--- config.mk ---
export PLATFORM = sky130hd
export DESIGN_NAME = midi_encoder
export DESIGN_NICKNAME = d
export VERILOG_FILES = /design/src/rtl/midi_encoder.sv
export SDC_FILE = /design/constraint.sdc
export NUM_CORES = 1
export LEC_CHECK = 0
export ABC_AREA = 0
export BUFFER_PORTS_ARGS = -buffer_cell sky130_fd_sc_hd__buf_2
export CORE_ASPECT_RATIO = 1.75
export CORE_MARGIN = 4
export CORE_UTILIZATION = 40
export CTS_BUF_LIST = sky130_fd_sc_hd__clkbuf_4 sky130_fd_sc_hd__clkbuf_8
export DETAILED_ROUTE_END_ITERATION = 6
export GPL_TIMING_DRIVEN = 1
export PLACE_DENSITY = 0.68
export SLEW_MARGIN = 20
export SYNTH_ARGS = -nofsm -noshare
export SYNTH_HDL_FRONTEND = slang
export SYNTH_SLANG_ARGS = --single-unit
--- constraint.sdc ---
create_clock -name clock_50_000_000 -period 4.2 [get_ports clock_50_000_000]
set_clock_uncertainty 0.2 [all_clocks]
set_input_delay 0.21 -clock clock_50_000_000 [delete_from_list [all_inputs] [get_ports clock_50_000_000]]
set_output_delay 0.21 -clock clock_50_000_000 [all_outputs]
set_load 0.02 [all_outputs]
--- src/rtl/midi_encoder.sv ---
// MIDI channel-voice message serialiser with optional running-status compression.
// Emits status/data bytes over a valid/ready byte stream toward a UART transmitter.
module midi_encoder #(
   parameter int RUNNING_STATUS    = 1,
   parameter int RS_TIMEOUT_CYCLES = 15000000
) (
   input  logic       clock_50_000_000,
   input  logic       reset_l,
   input  logic [3:0] msg_kind,
   input  logic [3:0] msg_channel,
   input  logic [6:0] msg_data1,
   input  logic [6:0] msg_data2,
   input  logic       msg_valid,
   output logic       msg_ready,
   output logic       msg_error,
   output logic [7:0] data_out,
   output logic       data_out_valid,
   input  logic       data_out_ready
);

   localparam int CW = $clog2(RS_TIMEOUT_CYCLES + 1);
   localparam logic [CW-1:0] COUNT_MAX  = CW'(RS_TIMEOUT_CYCLES);
   localparam logic [CW-1:0] COUNT_LAST = CW'(RS_TIMEOUT_CYCLES - 1);

   typedef enum logic [1:0] {IDLE, STATUS, DATA1, DATA2} state_t;

   state_t        state_reg, state_next;
   logic [3:0]    kind_reg, channel_reg;
   logic [6:0]    data1_reg, data2_reg;
   logic [7:0]    status_reg;
   logic          status_valid_reg;
   logic [CW-1:0] count_reg;
   logic          msg_error_reg;

   logic accept, kind_ok, timeout_now, skip_status, byte_hs, one_data_byte;

   assign accept        = msg_valid && (state_reg == IDLE);
   assign kind_ok       = msg_kind[3] && (msg_kind != 4'hF);
   assign byte_hs       = data_out_valid && data_out_ready;
   assign one_data_byte = (kind_reg == 4'hC) || (kind_reg == 4'hD);
   // Timeout landing on the accept edge must already count as expired.
   assign timeout_now   = (state_reg == IDLE) && status_valid_reg && (count_reg >= COUNT_LAST);
   assign skip_status   = (RUNNING_STATUS != 0) && status_valid_reg && !timeout_now
                          && ({msg_kind, msg_channel} == status_reg);
   assign msg_error     = msg_error_reg;

   always_comb begin
      state_next     = state_reg;
      msg_ready      = 1'b0;
      data_out_valid = 1'b1;
      data_out       = 8'h00;
      case (state_reg)
         IDLE: begin
            msg_ready      = 1'b1;
            data_out_valid = 1'b0;
            if (accept && kind_ok)
               state_next = skip_status ? DATA1 : STATUS;
         end
         STATUS: begin
            data_out = {kind_reg, channel_reg};
            if (data_out_ready)
               state_next = DATA1;
         end
         DATA1: begin
            data_out = {1'b0, data1_reg};
            if (data_out_ready)
               state_next = one_data_byte ? IDLE : DATA2;
         end
         DATA2: begin
            data_out = {1'b0, data2_reg};
            if (data_out_ready)
               state_next = IDLE;
         end
         default: state_next = IDLE;
      endcase
   end

   always_ff @(posedge clock_50_000_000 or negedge reset_l) begin
      if (!reset_l) begin
         state_reg        <= IDLE;
         kind_reg         <= 4'h0;
         channel_reg      <= 4'h0;
         data1_reg        <= 7'h00;
         data2_reg        <= 7'h00;
         status_reg       <= 8'h00;
         status_valid_reg <= 1'b0;
         count_reg        <= '0;
         msg_error_reg    <= 1'b0;
      end else begin
         state_reg     <= state_next;
         msg_error_reg <= accept && !kind_ok;
         if (accept) begin
            kind_reg    <= msg_kind;
            channel_reg <= msg_channel;
            data1_reg   <= msg_data1;
            data2_reg   <= msg_data2;
         end
         if ((state_reg == STATUS) && data_out_ready) begin
            status_reg       <= {kind_reg, channel_reg};
            status_valid_reg <= 1'b1;
         end else if (timeout_now) begin
            status_valid_reg <= 1'b0;
         end
         // Idle-time counter; stalls never advance it because it only runs in IDLE.
         if (byte_hs)
            count_reg <= '0;
         else if ((state_reg == IDLE) && status_valid_reg && (count_reg < COUNT_MAX))
            count_reg <= count_reg + 1'b1;
      end
   end

endmodule

==> results of run 1 <==
repair_timing:
action,in CTS,in global routing
hold buffers,24,0
setup endpoints to repair,0,0
hold endpoints to repair,82,0
cell families after synthesis:
group / after synthesis / share of synthesized area [%]
compound gates: 54 / 12.62
simple gates: 94 / 17.78
xor+xnor: 11 / 3.229
mux: 41 / 15.30
buf+inv: 15 / 2.013
fa+ha+maj: 1 / 0.4192
flops: 58 / 48.64
layer usage:
layer | up-vias | GRT usage (%) | part of all wire (%)
met5 | - | 0 | 0
met4 | 0 | 9.297 | 3.2
met3 | 13 | 4.262 | 3.3
met2 | 48 | 28.81 | 54
met1 | 1135 | 18.57 | 39
li1 | 1142 | - | -
area by class of cell:
cell class / instances / area share [%]
repair buffers: 62 / 11.92
well taps: 86 / 2.945
clock buffers: 12 / 4.349
flip-flops and latches: 58 / 39.73
inverters: 2 / 0.2055
clock inverters: 3 / 0.4110
multi-input cells: 201 / 40.45
power by group:
part           switching [µW]  internal (µW)
Sequential                149            731
Combinational             368            383
Clock                     215            246
Total                     732           1360
worst register-to-register path: cells and delay by family, from the launching register on:
family,cells,cell delay (ps)
and+or+nand+nor,3,1110
DFF,1,560
AOI/OAI and AO/OA,2,580
worst max path at each step:
stage          cells after the start                   endpoint
4_1_cts                            5  count_reg[22]$_DFFE_PN0P_
6_report                           5  count_reg[22]$_DFFE_PN0P_
3_5_place_dp                       5  count_reg[22]$_DFFE_PN0P_
2_1_floorplan                      5   state_reg[1]$_DFFE_PN0P_
5_1_grt                            5  count_reg[22]$_DFFE_PN0P_
3_3_place_gp                       5  count_reg[22]$_DFFE_PN0P_
Yosys cell counts (3+ instances only):
cell type,n,area (µm²)
a21oi_1,10,50.05
o31ai_1,3,22.52
and3_1,6,37.54
mux2i_1,4,40.04
dfrtp_1,58,1451
a41o_1,3,30.03
nor3_1,4,20.02
nand2_1,25,93.84
nand4_1,8,50.05
a22o_1,7,61.31
or4_1,5,37.54
nand3_1,11,55.05
xnor2_1,8,70.07
nor2_1,13,48.80
o21ai_0,12,60.06
buf_2,3,15.01
or3_1,6,37.54
mux2_2,37,416.7
xor2_1,3,26.28
and2_1,3,18.77
a31oi_1,3,18.77
clkbuf_1,8,30.03
through the flow:
stage	cell area [µm²]	util, %	std cells
global placement	3239	44.78	385
detailed placement	3239	44.78	385
finish	3654	50.51	424
global route	3654	50.51	424
CTS	3654	50.51	424
floorplan	2984	-	274
cell usage in the layout, fill, tap and decap left out, types with 5 or more instances in the layout:
cell type      count
buf_2             36
or3_1              6
and3_1             6
dlygate4sd3_1     24
nor2_1            13
xnor2_1            8
o21ai_0           12
mux2_2            37
clkbuf_8          11
dfrtp_1           58
nand2_1           25
a21oi_1           10
a22o_1             7
nand3_1           11
nand4_1            8
or4_1              5
==> metrics.csv, run 1 <==
metric;value;unit
CP Launch Type;flip-flop;
synthesis-to-layout area growth;22.43;%
die width;73.29;µm
Peak VDD IR;447.3;µV
All-Layer GR Usage;16.82;%
status;finished clean;
Yosys warnings;0;
Power Density;572.7;nW/µm²
CP delay by family, top;simple AND/OR/NAND/NOR gates;
Cells after Synth;274;
largest net degree at the start of global routing;59;
Reg-to-Reg Start;state_reg[1]$_DFFE_PN0P_;
number of port buffers;36;
clk buf depth;2;
MaxCap Viol Count;0;
worst hold path class;reg -> reg;
setup bufs post-CTS;0;
ANT nets after route;0;
total number of vias;2338;
Final Hold Fails;0;
initial core utilization;41.26;%
register bit total from synthesis;58;
1st-pass router iterations;4;
Worst path max stage delay;560;ps
commonest register cell after synthesis;dfrtp_1;
WP data required;4270;ps
number of flops mapped to enable cells by yosys;0;
CTS tree;done;
Power, Total;2092;µW
Syn Nets;301;
WS Path Type;reg -> reg;
routed wire length;6612;µm
diodes inserted;0;
ys async rst share;100.0;%
crit share post-route;60.15;%
Fill cells;641;
Buf/Inv on CP;0;
sequential area share after synthesis;48.64;%
Worst-path clk slew;70;ps
Final setup viols;0;
grt ovf;0;
crit path DAT;2600;ps
IO Count;37;
hold_sp;data2_reg[2]$_DFFE_PN0P_;
final hold slack;305.7;ps
r2r setup slk;1670;ps
CP Launch Point;state_reg[1]$_DFFE_PN0P_;
core area;7233;µm²
initial antenna violation count;0;
RR Endpoint;count_reg[22]$_DFFE_PN0P_;
crit-path max FO;15;
Reg2Reg Depth;5;
vias per cell;5.514;
drt drc;0;
die height;122.3;µm
clock root cell;clkbuf_8;
synthesized cell area;2984;µm²
DP HPWL;4594;µm
Slowest-stage cell, CP;dfrtp_1;
Lkg Pwr;0.001616;µW
Synth Area per Inst;10.89;µm²
slack of the critical path;1674;ps
share of layout cells above drive strength 1;29.29;%
vias in the first global route;2411;
dpl ws;1693;ps
first-pass GRT wire length;11410;µm
RSZ-0062 raised after global routing;no;
clk_lat worst skew;350;ps
Final Slew Violations;0;
clk sink count;58;
final RePlAce weighted congestion;0.7868;
CTS-repair resized insts;0;
FF+latch area;1451;µm²
aggregate negative setup slack;0;ps
Worst-Margin Slew;721.4;ps
max reg flops;24;
synth unique cells;51;
Die ar.;8960;µm²
depth of the CTS H-tree;3;
CTS Buf Count;9;
drt wl/cell;15.59;µm
CP Cell Sequence;nor3b_1 -> nand4_1 -> a211o_1 -> or4_1 -> a21oi_1;
hold depth;1;
initial detailed-routing violation count;84;
FMAX;0.3958;GHz
multi-input logic area;1478;µm²
WHS Endpoint;data2_reg[2]$_DFFE_PN0P_;
row count;41;
CP endpoint kind;flip-flop;
Slew Limit Headroom;51.90;%
min Tclk post-route;2526;ps
final net count;361;
No activity file was read; power rests on OpenSTA's default activity.
==> run 2, diff against run 1 <==
==> constraint.sdc (replaced) <==
create_clock -name clock_50_000_000 -period 2.6 [get_ports clock_50_000_000]
set_clock_uncertainty 0.2 [all_clocks]
set_input_delay 0.13 -clock clock_50_000_000 [delete_from_list [all_inputs] [get_ports clock_50_000_000]]
set_output_delay 0.13 -clock clock_50_000_000 [all_outputs]
set_load 0.02 [all_outputs]
==> run 2 against run 1 <==
Compared with the run above:
- global-route usage increased by 0.52 points
- maximum frequency increased by 9.0%
- critical path depth increased by 1
- highest routed layer unchanged
==> metrics.csv, run 2 (synthesized netlist as in run 1, its figures left out) <==
metric;value;unit
status;finished clean;
share of layout cells above drive strength 1;31.23;%
routed wire length;6989;µm
Slew Limit Headroom;68.85;%
clock root cell;clkbuf_8;
commonest non-fill, non-tap cell in the layout;dfrtp_1;
Peak VDD IR;661.0;µV
aggregate negative setup slack;0;ps
Die ar.;8960;µm²
FF+latch area;1451;µm²
crit path DAT;2380;ps
Lkg Pwr;0.001691;µW
Worst path max stage delay;470;ps
core area;7233;µm²
clk sink count;58;
CP endpoint kind;flip-flop;
grt ovf;0;
initial core utilization;41.26;%
min Tclk post-route;2317;ps
RSZ-0062 raised after global routing;no;
FMAX;0.4316;GHz
ANT nets after route;0;
row count;41;
largest net degree at the start of global routing;28;
Worst-path clk slew;60;ps
All-Layer GR Usage;17.34;%
1st-pass router iterations;4;
final RePlAce weighted congestion;0.8516;
worst hold path class;in -> async;
initial antenna violation count;0;
vias in the first global route;2580;
Reg-to-Reg Start;count_reg[12]$_DFFE_PN0P_;
CP Cell Sequence;nor4_4 -> o21ai_2 -> a211o_1 -> buf_4 -> or3_1 -> a21oi_1;
Final Hold Fails;0;
Power Density;958.7;nW/µm²
depth of the CTS H-tree;3;
max reg flops;24;
IO Count;37;
CTS tree;done;
WS Path Type;reg -> reg;
CTS Buf Count;9;
first-pass GRT wire length;11810;µm
total number of vias;2393;
WP data required;2660;ps
number of port buffers;36;
drt wl/cell;16.07;µm
Worst-Margin Slew;455.4;ps
crit-path max FO;8;
initial detailed-routing violation count;70;
MaxCap Viol Count;0;
Reg2Reg Depth;6;
Final setup viols;0;
commonest non-fill, non-tap cells in the layout;dfrtp_1 (58), mux2_2 (37), buf_2 (36);
slack of the critical path;282.8;ps
drt drc;0;
dpl ws;285.2;ps
CP Launch Point;count_reg[12]$_DFFE_PN0P_;
die height;122.3;µm
diodes inserted;0;
die width;73.29;µm
multi-input logic area;1478;µm²
final net count;372;
RR Endpoint;count_reg[14]$_DFFE_PN0P_;
clk_lat worst skew;350;ps
DP HPWL;4944;µm
Fill cells;627;
r2r setup slk;280;ps
crit share post-route;89.12;%
Final Slew Violations;0;
synthesis-to-layout area growth;26.92;%
Critical Path End;count_reg[14]$_DFFE_PN0P_;
clk buf depth;2;
vias per cell;5.501;
Slowest-stage cell, CP;dfrtp_1;
CP Launch Type;flip-flop;
run 2: changes by cell type in the layout (fill, tap and decap cells not counted), sizes merged:
cell	previous run	this run
dlygate4sd3	24	25
clkinv	3	0
bufinv	0	1
buf	38	48
clkbuf	12	14
run 2: stage by stage:
step | utilization, % | power, µW | cells | cell area (µm²) | hold WS, ps
floorplan | - | 2287 | 274 | 2984 | -365.6
global placement | 45.82 | 2662 | 395 | 3314 | -137.2
detailed placement | 45.82 | 2700 | 395 | 3314 | -128.0
CTS | 52.36 | 3664 | 435 | 3787 | 46.53
global route | 52.36 | 3850 | 435 | 3787 | 93.17
finish | 52.36 | 3631 | 435 | 3787 | 52.47
run 2: layout make-up:
| cell class | instances | area share, % |
|---|---|---|
| multi-input cells | 201 | 39.02 |
| flip-flops and latches | 58 | 38.32 |
| repair buffers | 73 | 13.74 |
| clock buffers | 14 | 5.088 |
| well taps | 86 | 2.841 |
| clock inverters | 1 | 0.7929 |
| inverters | 2 | 0.1982 |
run 2: worst min-delay path by stage:
stage,slack (ps),from,to,cells past startpoint
2_1_floorplan,-370,reset_l,channel_reg[0]$_DFFE_PN0P_,0
3_3_place_gp,-140,reset_l,count_reg[13]$_DFFE_PN0P_,1
3_5_place_dp,-130,reset_l,data2_reg[0]$_DFFE_PN0P_,1
4_1_cts,50,reset_l,status_reg[0]$_DFFE_PN0P_,2
5_1_grt,90,reset_l,status_reg[0]$_DFFE_PN0P_,2
6_report,50,reset_l,status_reg[0]$_DFFE_PN0P_,2
run 2: repair_timing:
| item | in CTS | in global routing |
|---|---|---|
| hold buffers | 25 | 0 |
| gates resized for setup | 0 | 0 |
| hold endpoints to repair | 82 | 0 |
| buffers inserted | 0 | 0 |
run 2: report_power, final:
| part | total (µW) | internal [µW] | switching [µW] |
|---|---|---|---|
| Combinational | 1350 | 677 | 671 |
| Clock | 920 | 568 | 352 |
| Sequential | 1360 | 1180 | 181 |
run 2: per-layer routing:
metal,GRT usage (%),part of all wire [%],vias up
met5,0,0,-
met4,8.503,2.5,0
met3,5.000,3.7,17
met2,31.73,57,41
met1,17.34,37,1173
li1,-,-,1162
run 2: critical path, delay by kind of cell, from the launching register on:
family / cells / cell delay, ps
and+or+nand+nor: 2 / 710
AOI/OAI and AO/OA: 3 / 670
buffers and inverters: 1 / 190
DFF: 1 / 470
